[src/rtl/hash_se_pkg.sv]
// Shared types and helpers for the hash search-engine client: FSM encoding,
// MAC hash fold, broadcast constant and default timing parameters.
package hash_se_pkg;

    localparam int unsigned MAC_W  = 48;
    localparam int unsigned PMAP_W = 16;
    localparam int unsigned PORT_W = 4;
    localparam int unsigned HASH_W = 10;
    localparam int unsigned AGE_W  = 24;
    localparam int unsigned TO_W   = 8;

    localparam logic [MAC_W-1:0] BCAST_MAC      = 48'hFFFF_FFFF_FFFF;
    localparam logic [AGE_W-1:0] AGE_PERIOD_DEF = 24'd12_500_000;
    localparam logic [TO_W-1:0]  SE_TIMEOUT_DEF = 8'd64;

    typedef enum logic [1:0] {
        IDLE   = 2'd0,
        LEARN  = 2'd1,
        LOOKUP = 2'd2,
        DONE   = 2'd3
    } state_t;

    // XOR-fold of the 48-bit MAC into a 10-bit bucket index
    function automatic logic [HASH_W-1:0] hash_fold(input logic [MAC_W-1:0] mac);
        return mac[9:0] ^ mac[19:10] ^ mac[29:20] ^ mac[39:30] ^ {2'b00, mac[47:40]};
    endfunction

    function automatic logic [PMAP_W-1:0] port_onehot(input logic [PORT_W-1:0] port);
        return PMAP_W'(1) << port;
    endfunction

endpackage

[src/rtl/hash_age_timer.sv]
// Free-running aging sweep timer with a single-entry req/ack holder;
// a wrap while a request is still pending is dropped, not queued.
module hash_age_timer
    import hash_se_pkg::*;
#(
    parameter logic [AGE_W-1:0] AGE_PERIOD = AGE_PERIOD_DEF
) (
    input  logic clk,
    input  logic rst,
    input  logic aging_ack,
    output logic aging_req
);

    logic [AGE_W-1:0] cnt;
    logic             wrap;

    assign wrap = (cnt == AGE_PERIOD - AGE_W'(1));

    always_ff @(posedge clk) begin
        if (rst) begin
            cnt       <= '0;
            aging_req <= 1'b0;
        end else begin
            cnt <= wrap ? '0 : cnt + AGE_W'(1);
            if (aging_req && aging_ack) begin
                aging_req <= 1'b0;
            end else if (wrap) begin
                aging_req <= 1'b1;
            end
        end
    end

endmodule

[src/rtl/hash_se_client.sv]
// Header client for the MAC hash search engine: learns the source MAC, looks
// up the destination MAC, and runs the aging timer. Optional response timeout
// is enabled by defining HASH_SE_TIMEOUT_EN.
module hash_se_client
    import hash_se_pkg::*;
#(
    parameter logic [AGE_W-1:0] AGE_PERIOD = AGE_PERIOD_DEF,
    parameter logic [TO_W-1:0]  SE_TIMEOUT = SE_TIMEOUT_DEF
) (
    input  logic              clk,
    input  logic              rst,
    input  logic              in_req,
    output logic              in_ack,
    input  logic [MAC_W-1:0]  in_dmac,
    input  logic [MAC_W-1:0]  in_smac,
    input  logic [PORT_W-1:0] in_port,
    output logic              out_valid,
    output logic [PMAP_W-1:0] out_portmap,
    output logic              out_hit,
    output logic              se_source,
    output logic              se_req,
    output logic [MAC_W-1:0]  se_mac,
    output logic [PMAP_W-1:0] se_portmap,
    output logic [HASH_W-1:0] se_hash,
    input  logic              se_ack,
    input  logic              se_nak,
    input  logic [PMAP_W-1:0] se_result,
    output logic              aging_req,
    input  logic              aging_ack,
    output logic [15:0]       learn_drop
);

    state_t            state;
    logic [MAC_W-1:0]  dmac_q;
    logic [MAC_W-1:0]  smac_q;
    logic [PORT_W-1:0] port_q;
    logic [PMAP_W-1:0] port_oh;
    logic              resp_ack;
    logic              resp_nak;
    logic              resp_to;

    assign port_oh  = port_onehot(port_q);
    assign resp_ack = se_req && se_ack;
    assign resp_nak = se_req && !se_ack && se_nak;

`ifdef HASH_SE_TIMEOUT_EN
    // Counts cycles the current request has been outstanding
    logic [TO_W-1:0] to_cnt;

    always_ff @(posedge clk) begin
        if (rst) begin
            to_cnt <= '0;
        end else begin
            to_cnt <= se_req ? to_cnt + TO_W'(1) : '0;
        end
    end

    assign resp_to = se_req && !se_ack && !se_nak && (to_cnt == SE_TIMEOUT - TO_W'(1));
`else
    assign resp_to = 1'b0;
`endif

    always_ff @(posedge clk) begin
        if (rst) begin
            state       <= IDLE;
            dmac_q      <= '0;
            smac_q      <= '0;
            port_q      <= '0;
            in_ack      <= 1'b0;
            out_valid   <= 1'b0;
            out_portmap <= '0;
            out_hit     <= 1'b0;
            se_source   <= 1'b0;
            se_req      <= 1'b0;
            se_mac      <= '0;
            se_portmap  <= '0;
            se_hash     <= '0;
            learn_drop  <= '0;
        end else begin
            in_ack    <= 1'b0;
            out_valid <= 1'b0;
            case (state)
                IDLE: begin
                    if (in_req) begin
                        dmac_q <= in_dmac;
                        smac_q <= in_smac;
                        port_q <= in_port;
                        in_ack <= 1'b1;
                        // Multicast sources are never learned
                        state  <= in_smac[40] ? LOOKUP : LEARN;
                    end
                end
                LEARN: begin
                    if (!se_req) begin
                        se_req     <= 1'b1;
                        se_source  <= 1'b1;
                        se_mac     <= smac_q;
                        se_portmap <= port_oh;
                        se_hash    <= hash_fold(smac_q);
                    end else if (resp_ack) begin
                        se_req <= 1'b0;
                        state  <= LOOKUP;
                    end else if (resp_nak || resp_to) begin
                        se_req <= 1'b0;
                        if (learn_drop != 16'hFFFF) begin
                            learn_drop <= learn_drop + 16'd1;
                        end
                        state <= LOOKUP;
                    end
                end
                LOOKUP: begin
                    // se_req is always low on entry, so a new request never abuts the last
                    if (!se_req) begin
                        if (dmac_q == BCAST_MAC) begin
                            out_portmap <= ~port_oh;
                            out_hit     <= 1'b0;
                            out_valid   <= 1'b1;
                            state       <= DONE;
                        end else begin
                            se_req     <= 1'b1;
                            se_source  <= 1'b0;
                            se_mac     <= dmac_q;
                            se_portmap <= port_oh;
                            se_hash    <= hash_fold(dmac_q);
                        end
                    end else if (resp_ack) begin
                        se_req      <= 1'b0;
                        out_portmap <= se_result & ~port_oh;
                        out_hit     <= 1'b1;
                        out_valid   <= 1'b1;
                        state       <= DONE;
                    end else if (resp_nak) begin
                        se_req      <= 1'b0;
                        out_portmap <= se_result;
                        out_hit     <= 1'b0;
                        out_valid   <= 1'b1;
                        state       <= DONE;
                    end else if (resp_to) begin
                        se_req      <= 1'b0;
                        out_portmap <= ~port_oh;
                        out_hit     <= 1'b0;
                        out_valid   <= 1'b1;
                        state       <= DONE;
                    end
                end
                DONE: begin
                    state <= IDLE;
                end
                default: begin
                    state <= IDLE;
                end
            endcase
        end
    end

    hash_age_timer #(
        .AGE_PERIOD(AGE_PERIOD)
    ) u_age_timer (
        .clk      (clk),
        .rst      (rst),
        .aging_ack(aging_ack),
        .aging_req(aging_req)
    );

endmodule
[config.mk]
export PLATFORM = sky130hd
export DESIGN_NAME = hash_se_client
export DESIGN_NICKNAME = d
export VERILOG_FILES = /design/src/rtl/hash_se_pkg.sv /design/src/rtl/hash_age_timer.sv /design/src/rtl/hash_se_client.sv
export SDC_FILE = /design/constraint.sdc
export NUM_CORES = 1
export LEC_CHECK = 0
export ABC_AREA = 1
export CAP_MARGIN = 10
export CELL_PAD_IN_SITES_DETAIL_PLACEMENT = 1
export CELL_PAD_IN_SITES_GLOBAL_PLACEMENT = 1
export CORE_ASPECT_RATIO = 1.2
export CORE_MARGIN = 4
export CORE_UTILIZATION = 32
export DETAILED_ROUTE_END_ITERATION = 8
export PLACE_DENSITY = 0.82
export SYNTH_ARGS = -nofsm -noshare
export SYNTH_HDL_FRONTEND = slang
export SYNTH_SLANG_ARGS = --single-unit
[constraint.sdc]
create_clock -name clk -period 2.5 [get_ports clk]
set_clock_uncertainty 0.1 [all_clocks]
set_input_delay 0.25 -clock clk [delete_from_list [all_inputs] [get_ports clk]]
set_output_delay 0.25 -clock clk [all_outputs]
set_load 0.02 [all_outputs]
==> metrics, run 1 <==
outcome=finished clean; Skew-Pair Late Insertion Delay=0.55 ns; ranking of synthesized cells by area=dfxtp_1, nand2_1, a21oi_1; WL/cell=19.6 µm; final non-filler cell total=2348; Chip Height=215 µm; # Max-Cap Violations=0; startpoint types=flip-flop; count leader, synth=nand2_1; Final period util=89.2%; Post-synth top cells=nand2_1, dfxtp_1, a21oi_1, o21ai_0, nor2_1; total global routing overflow=0; gpl congestion=0.927; core area=0.0350 mm²; Fin. Hold Viols=0; Netlist Area Pre-Place=0.0114 mm²; PD cells=1010 mW/mm²; post-synthesis cell type count=40; largest net degree at the start of global routing=105; Lkg Pwr=approximately 0.0056 µW; synthesized netlist cell count=roughly 1.7k; cts hold-fix bufs=0; Starting Density=~33%; Post-DP HPWL=around 34 mm; Antenna diodes=0; Yosys top cell area share=about two fifths; FP Rows=75; number of I/O port buffers=roughly 230; fillers=4392; worst endpoint required time=2.81 ns; Yosys top cell by area=dfxtp_1; crit path DAT=2.54 ns; layout cell share with drive strength beyond 1=5.30%; final core utilization=43.3%; initial antenna violation count=2; Rel. slew slack=45.1%; post-CTS setup buffers=0; Hold Crit Class=primary input to flip-flop; GRT Total Usage=22.8%; Inserted Clock Buffers=27; area delta synth->final=33.2%; Boundary Pins=234; crit end category=flip-flop; vias=12.1k; vias in the first global route=12.7k; kind of critical path=flip-flop to flip-flop; Max Fclk=449 MHz; first-pass GRT wire length=71.4 mm; mean post-synth cell area=approximately 7 µm²; CTS root buf=clkbuf_16; Worst-Margin Slew=roughly 0.8 ns; Die X=180 µm; clk slew on worst S/H paths=about 0.06 ns; # resized after CTS=0; routed wire length=46.0 mm; synth warn=0; total power=between 15000 and 20000 µW; DRT iter0 DRCs=around 650; Most used DFF post-synth=dfxtp_1; CTS tree=built; Post-synth ARST share=0%; Seq/Total Area, Yosys=41.9%; VDD IR-drop max=0.000502 V; maximum fanout along the worst path=66; nets=roughly 2.0k; number of flops mapped to enable cells by yosys=0; setup violators final=0; Place WS=approximately 0.18 ns; Seq cells post-synth=238; min Tclk post-route=2.23 ns; CTS max path bufs=3; RSZ-0062 raised after global routing=false; htree depth=1; Reg2Reg Setup Slack=0.27 ns; Syn Nets=between 1.5k and 2k; DRT antenna net count=0; DR pass1 iterations=5; Fin Setup TNS=0 ns; Inst Count DP=around 2.3k; Setup WS post-layout=~0.27 ns; CTS Sinks=238; Vias per Instance=around 5.2; die area=0.0387 mm²; Pins Over Slew Limit=0; DRC violations left=0
[cell type report]
cell class                 count  area (µm²)  area share [%]
clock buffer                  44         830            5.47
clock inverter                 5        53.8           0.355
inverter                     146         548            3.62
multi-input combinational   1182        5660            37.3
sequential                   238        4760            31.4
tap                          462         578            3.81
timing repair buffer         271        2730            18.0
[flip-flops by register name, indices dropped and copies added (netlist names), 4 cells and up]
| signal | flops |
|---|---|
| u_age_timer.cnt | 24 |
| se_mac | 48 |
| se_portmap | 16 |
| learn_drop | 16 |
| dmac_q | 48 |
| smac_q | 48 |
| se_hash | 10 |
| port_q | 4 |
| out_portmap | 16 |
[kinds of logic after synthesis]
family	synth area share, %
and+or+nand+nor	30.9
AOI/OAI and AO/OA	15.7
buffers and inverters	8.75
DFF	41.9
xor gates and xnor gates	2.15
adders and majority gates	0.660
[per-stage QoR]
step | cell area (µm²) | hold WS, ns
2_1_floorplan | 11400 | 0.307
3_3_place_gp | 14300 | 0.328
3_5_place_dp | 14300 | 0.335
4_1_cts | 15100 | 0.153
5_1_grt | 15200 | 0.184
6_report | 15200 | 0.164
[report_power, final]
group | switching [µW] | leakage (µW) | internal, µW
clock | 1630 | 0.000437 | 2350
sequential | 655 | 0.00195 | 4550
combinational | 3950 | 0.00324 | 2170
[routing by layer]
metal,vias to the layer above,wire (µm),global-route usage [%]
met3,97,2430,4.07
met5,-,27,0
met1,5810,18900,27.4
li1,5905,-,-
met4,4,2180,10.1
met2,311,22400,39.8
[path summary, 6_finish.rpt]
path | start | endpoint | cells past startpoint
setup / recovery | dmac_q[32] | se_mac[17] | 8
hold / removal | rst | se_hash[2] | 3
setup reg to reg | dmac_q[32] | se_mac[17] | 8
hold reg to reg | u_age_timer.cnt[0] | u_age_timer.cnt[0] | 1
[cell usage in the layout (no fill, tap or decap), drive strengths merged, types with 44 or more instances in the layout]
cell type	netlist	final
nand3	83	83
dfxtp	238	238
clkdlybuf4s50	0	232
inv	143	145
nand2	409	409
nand4	87	87
o21ai	169	169
a21oi	174	174
clkbuf	69	44
nor2	154	154
[critical path, cell delays in order (launching register included)]
cell	delay (ns)
dfxtp_1	0.45
nand2_1	0.11
nor2_1	0.13
nand2_1	0.07
nor2_1	0.26
nand4_1	0.23
buf_4	0.43
nand4_1	0.19
a21oi_1	0.08
No activity file was read; power rests on OpenSTA's default activity.
==> run 2: changes to the inputs <==
- GPL_ROUTABILITY_DRIVEN: default -> 0
==> run 2 against run 1 <==
First-iteration DRC count decreased by 14%. Wire length decreased by 2.2%. Register-to-register slack worse by 0.06 ns. Global-route usage decreased by 0.75 points. Clock power up 3%. Hold slack worse by 0.024 ns. Maximum frequency is 2.4% lower. Setup slack got worse by 0.056 ns. Final area up 0.20%. Combinational power shrank 2%. Die area stayed put. Power up 0.18%. Critical path type unchanged. Critical endpoint is now se_hash[2]. Largest cell class unchanged. Largest power group unchanged.
==> metrics, run 2 (synthesized netlist as in run 1, its figures left out) <==
Max Fclk=roughly 440 MHz; Final period util=91.4%; DRT iter0 DRCs=554; kind of critical path=flip-flop to flip-flop; Fin. Hold Viols=0; GRT Total Usage=22.0%; CTS root buf=clkbuf_16; Inserted Clock Buffers=27; nets=between 1.5k and 2k; largest net degree at the start of global routing=around 110; routed wire length=44.9 mm; Pins Over Slew Limit=0; crit path DAT=2.61 ns; Lkg Pwr=around 0.0056 µW; crit end category=flip-flop; startpoint types=flip-flop; Crit path max-delay family=simple AND/OR/NAND/NOR gates; top flop regs=dmac_q (48), se_mac (48), smac_q (48); Boundary Pins=between 200 and 250; setup violators final=0; Crit path depth=10; met3 usage=4.17%; Post-DP HPWL=between 30 and 40 mm; Worst path max stage delay=roughly 0.44 ns; reg-to-reg endpoint=se_hash[2]; first-pass GRT wire length=between 60 and 70 mm; WL/cell=about 19 µm; critical path, cell by cell=nand2_1 -> nor2_1 -> nand2_1 -> nor2_1 -> nand4_1 -> nand3_4 -> buf_12 -> nand2_1 -> o21ai_0 -> nor2_1; # resized after CTS=0; # Max-Cap Violations=0; total global routing overflow=0; CP Buf/Inv Count=1; DRT antenna net count=0; area delta synth->final=33.4%; core area=0.0350 mm²; most frequent cells in the layout=nand2_1, dfxtp_1, clkdlybuf4s50_1; cell count of the worst hold path=3; GR peak layer=met2; worst endpoint required time=2.83 ns; vias in the first global route=12.4k; CTS tree=built; Chip Height=215 µm; VDD IR-drop max=0.000578 V; clk slew on worst S/H paths=around 0.06 ns; Skew-Pair Late Insertion Delay=approximately 0.56 ns; htree depth=1; Reg2Reg Setup Slack=between 0.2 and 0.25 ns; fillers=4387; DR pass1 iterations=7; Antenna diodes=0; Vias per Instance=5.20; die area=0.0387 mm²; RSZ-0062 raised after global routing=false; vias=approximately 12k; DRC violations left=0; PD cells=1010 mW/mm²; met2 usage=a little under two fifths; maximum fanout along the worst path=60; outcome=finished clean; crit path to=se_hash[2]; Hold Crit Class=primary input to flip-flop; CTS Sinks=238; Starting Density=32.5%; Fin Setup TNS=0 ns; min Tclk post-route=2.29 ns; post-CTS setup buffers=0; R2R depth=10; GRT met1 Usage=roughly a quarter; layout cell share with drive strength beyond 1=5.31%; master of the slowest instance on the critical path=dfxtp_1; Rel. slew slack=52.0%; initial antenna violation count=1; CP Launch Point=dmac_q[31]; CTS max path bufs=3; commonest non-fill, non-tap cell in the layout=nand2_1; FP Rows=75; Die X=180 µm; reg2reg start=dmac_q[31]; Fin Hold WS=0.140 ns; cts hold-fix bufs=0; number of I/O port buffers=233; Worst-Margin Slew=0.713 ns
-- run 2: worst min path at each step --
stage                       start               endpoint
3_5_place_dp   u_age_timer.cnt[0]     u_age_timer.cnt[0]
4_1_cts                       rst             se_hash[6]
5_1_grt                       rst         se_portmap[10]
6_report                      rst         se_portmap[10]
3_3_place_gp   u_age_timer.cnt[0]     u_age_timer.cnt[0]
2_1_floorplan           aging_ack  u_age_timer.aging_req
-- run 2: worst reg2reg max path: stages, from the launching register on --
cell and delay [ns]:
dfxtp_1 0.44, nand2_1 0.08, nor2_1 0.12, nand2_1 0.08, nor2_1 0.30, nand4_1 0.32
nand3_4 0.18, buf_12 0.26, nand2_1 0.14, o21ai_0 0.09, nor2_1 0.07
-- run 2: area by class of cell --
class                   count  area (µm²)  share of cell area, %
clock buffers              39         771                   5.08
clock inverters            11         145                  0.956
inverters                 146         548                   3.61
multi-input cells        1182        5660                   37.2
flip-flops and latches    238        4760                   31.4
well taps                 462         578                   3.81
repair buffers            269        2720                   17.9
-- run 2: stage by stage --
| stage | util, % | instance area (µm²) | cells | total power (µW) | setup slack, ns |
|---|---|---|---|---|---|
| 6_report | 43.4 | 15200 | 2347 | 15300 | 0.215 |
| 5_1_grt | 43.4 | 15200 | 2347 | 16200 | 0.00762 |
| 4_1_cts | 43.4 | 15200 | 2347 | 15400 | 0.190 |
| 3_5_place_dp | 40.8 | 14300 | 2297 | 11200 | 0.215 |
| 3_3_place_gp | 40.8 | 14300 | 2297 | 11000 | 0.267 |
| 2_1_floorplan | - | 11400 | 1668 | 8720 | 0.558 |
-- run 2: metal layers --
| layer | share of wire, % | routed length, µm |
|---|---|---|
| met3 | 6.2 | 2790 |
| met5 | 0.038 | 17 |
| met4 | 4.7 | 2110 |
| met2 | 48 | 21600 |
| met1 | 41 | 18500 |
-- run 2: power breakdown --
group	switching (µW)	internal, µW
clock	1660	2460
sequential	649	4550
combinational	3880	2140
total	6190	9150
==> run 3: changes to the inputs <==
- clock period: 2.5 -> 2.3 ns (I/O delays scaled with it)
==> run 3 against run 2 <==
Combinational power rose by 9.6%. Sequential power rose by 9.6%. Clock power rose by 8.8%. Register-to-register slack barely moved. Hold slack improved by 0.015 ns. Final area rose by 0.13%. Power rose by 9.3%. Wire length rose by 1.9%. Critical endpoint is now se_mac[31]. Largest cell class unchanged.
==> metrics, run 3 (synthesized netlist as in run 1, its figures left out) <==
outcome=finished clean; VDD IR-drop max=about 0.00065 V; CTS root buf=clkbuf_16; clk slew on worst S/H paths=0.06 ns; total power=16800 µW; Final period util=90.3%; Worst-Margin Slew=0.753 ns; first-pass GRT wire length=70.8 mm; setup violators final=0; htree depth=1; Cell Area, Placed=0.0143 mm²; core area=approximately 0.035 mm²; GRT Total Usage=22.6%; CTS Sinks=238; Max Fclk=482 MHz; crit end category=flip-flop; layout cell share with drive strength beyond 1=roughly 5.5%; vias=12.3k; maximum fanout along the worst path=40; Rel. slew slack=49.4%; largest net degree at the start of global routing=90; top flop regs=dmac_q (48), se_mac (48), smac_q (48); # Max-Cap Violations=0; register area=between 0.004 and 0.005 mm²; PD cells=about 1100 mW/mm²; CTS tree=built; vias in the first global route=approximately 13k; Skew-Pair Late Insertion Delay=0.54 ns; Fin. Hold Viols=0; worst endpoint required time=2.60 ns; routed wire length=about 46 mm; Vias per Instance=5.24; area delta synth->final=33.6%; crit path DAT=between 2 and 2.5 ns; WL/cell=19.5 µm; FP Rows=75; kind of critical path=flip-flop to flip-flop; most frequent cells in the layout=nand2_1, dfxtp_1, clkdlybuf4s50_1; CTS max path bufs=3; initial antenna violation count=1; Multi-input gate area=0.00566 mm²; Inserted Clock Buffers=26; Lkg Pwr=approximately 0.0056 µW; RSZ-0062 raised after global routing=false; Post-DP HPWL=34.3 mm; post-CTS setup buffers=0; Chip Height=215 µm; die area=0.0387 mm²; startpoint types=flip-flop; Fin Hold WS=0.155 ns; Hold Crit Class=primary input to flip-flop; Boundary Pins=234; number of I/O port buffers=around 230; cts hold-fix bufs=0; post-route cell area=0.0152 mm²; total global routing overflow=0; commonest non-fill, non-tap cell in the layout=nand2_1; Die X=180 µm; nets=1996; DRT antenna net count=0; DRC violations left=0; DR pass1 iterations=5; Pins Over Slew Limit=0; fillers=4342; DRT iter0 DRCs=814; Starting Density=32.5%; Fin Setup TNS=0 ns; min Tclk post-route=2.08 ns
## run 3: cell types whose count changed in the layout (fill, tap and decap cells not counted)
cell	delta
buf_12	-1
inv_16	-1
clkbuf_1	-2
diode_2	+1
clkbuf_8	-1
buf_6	+1
buf_4	+5
bufinv_16	+1
## run 3: power by group
group | switching (µW) | internal, µW
Sequential | 748 | 4950
Combinational | 4250 | 2350
Clock | 1760 | 2710
Total | 6750 | 10000
## run 3: final timing paths
kind	end	depth (start not counted)	slack [ns]	startpoint
worst max register to register	se_mac[31]	8	0.22	dmac_q[28]
worst min register to register	u_age_timer.cnt[0]	1	0.36	u_age_timer.cnt[0]
worst min-delay path	se_mac[3]	3	0.16	rst
worst max-delay path	se_mac[31]	8	0.22	dmac_q[28]
## run 3: repair_timing
item | 4_1_cts | 5_1_grt
hold endpoints to repair | 0 | 0
setup endpoints to repair | 0 | 17
gates resized for setup | 0 | 2
## run 3: cell type report
cell class	instances	share of cell area, %
tap	462	3.80
antenna	1	0.0165
timing repair buffer	274	18.1
clock buffer	36	4.93
multi-input combinational	1182	37.2
clock inverter	11	1.02
inverter	146	3.60
sequential	238	31.3
## run 3: routing by layer
metal | vias to the layer above | track usage (%) | routed length [µm]
li1 | 5898 | - | -
met1 | 5950 | 27.7 | 19100
met2 | 378 | 39.5 | 22100
met3 | 98 | 2.71 | 2350
met4 | 0 | 10.3 | 2290
met5 | - | 0 | 0
## run 3: critical path, stage by stage, from the launching register on
cell	delay, ns
dfxtp_1	0.47
nand2_1	0.13
nor2_1	0.12
nand2_1	0.09
nor2_1	0.17
nand4_1	0.22
buf_4	0.35
nand4_1	0.18
a21oi_1	0.09
## run 3: through the flow
stage	util, %	instances	worst slack (ns)
after floorplan	-	1668	0.358
after global placement	40.8	2302	0.255
after detailed placement	40.8	2302	0.165
after CTS	43.4	2349	0.175
after global routing	43.4	2349	0.0227
final	43.4	2350	0.224
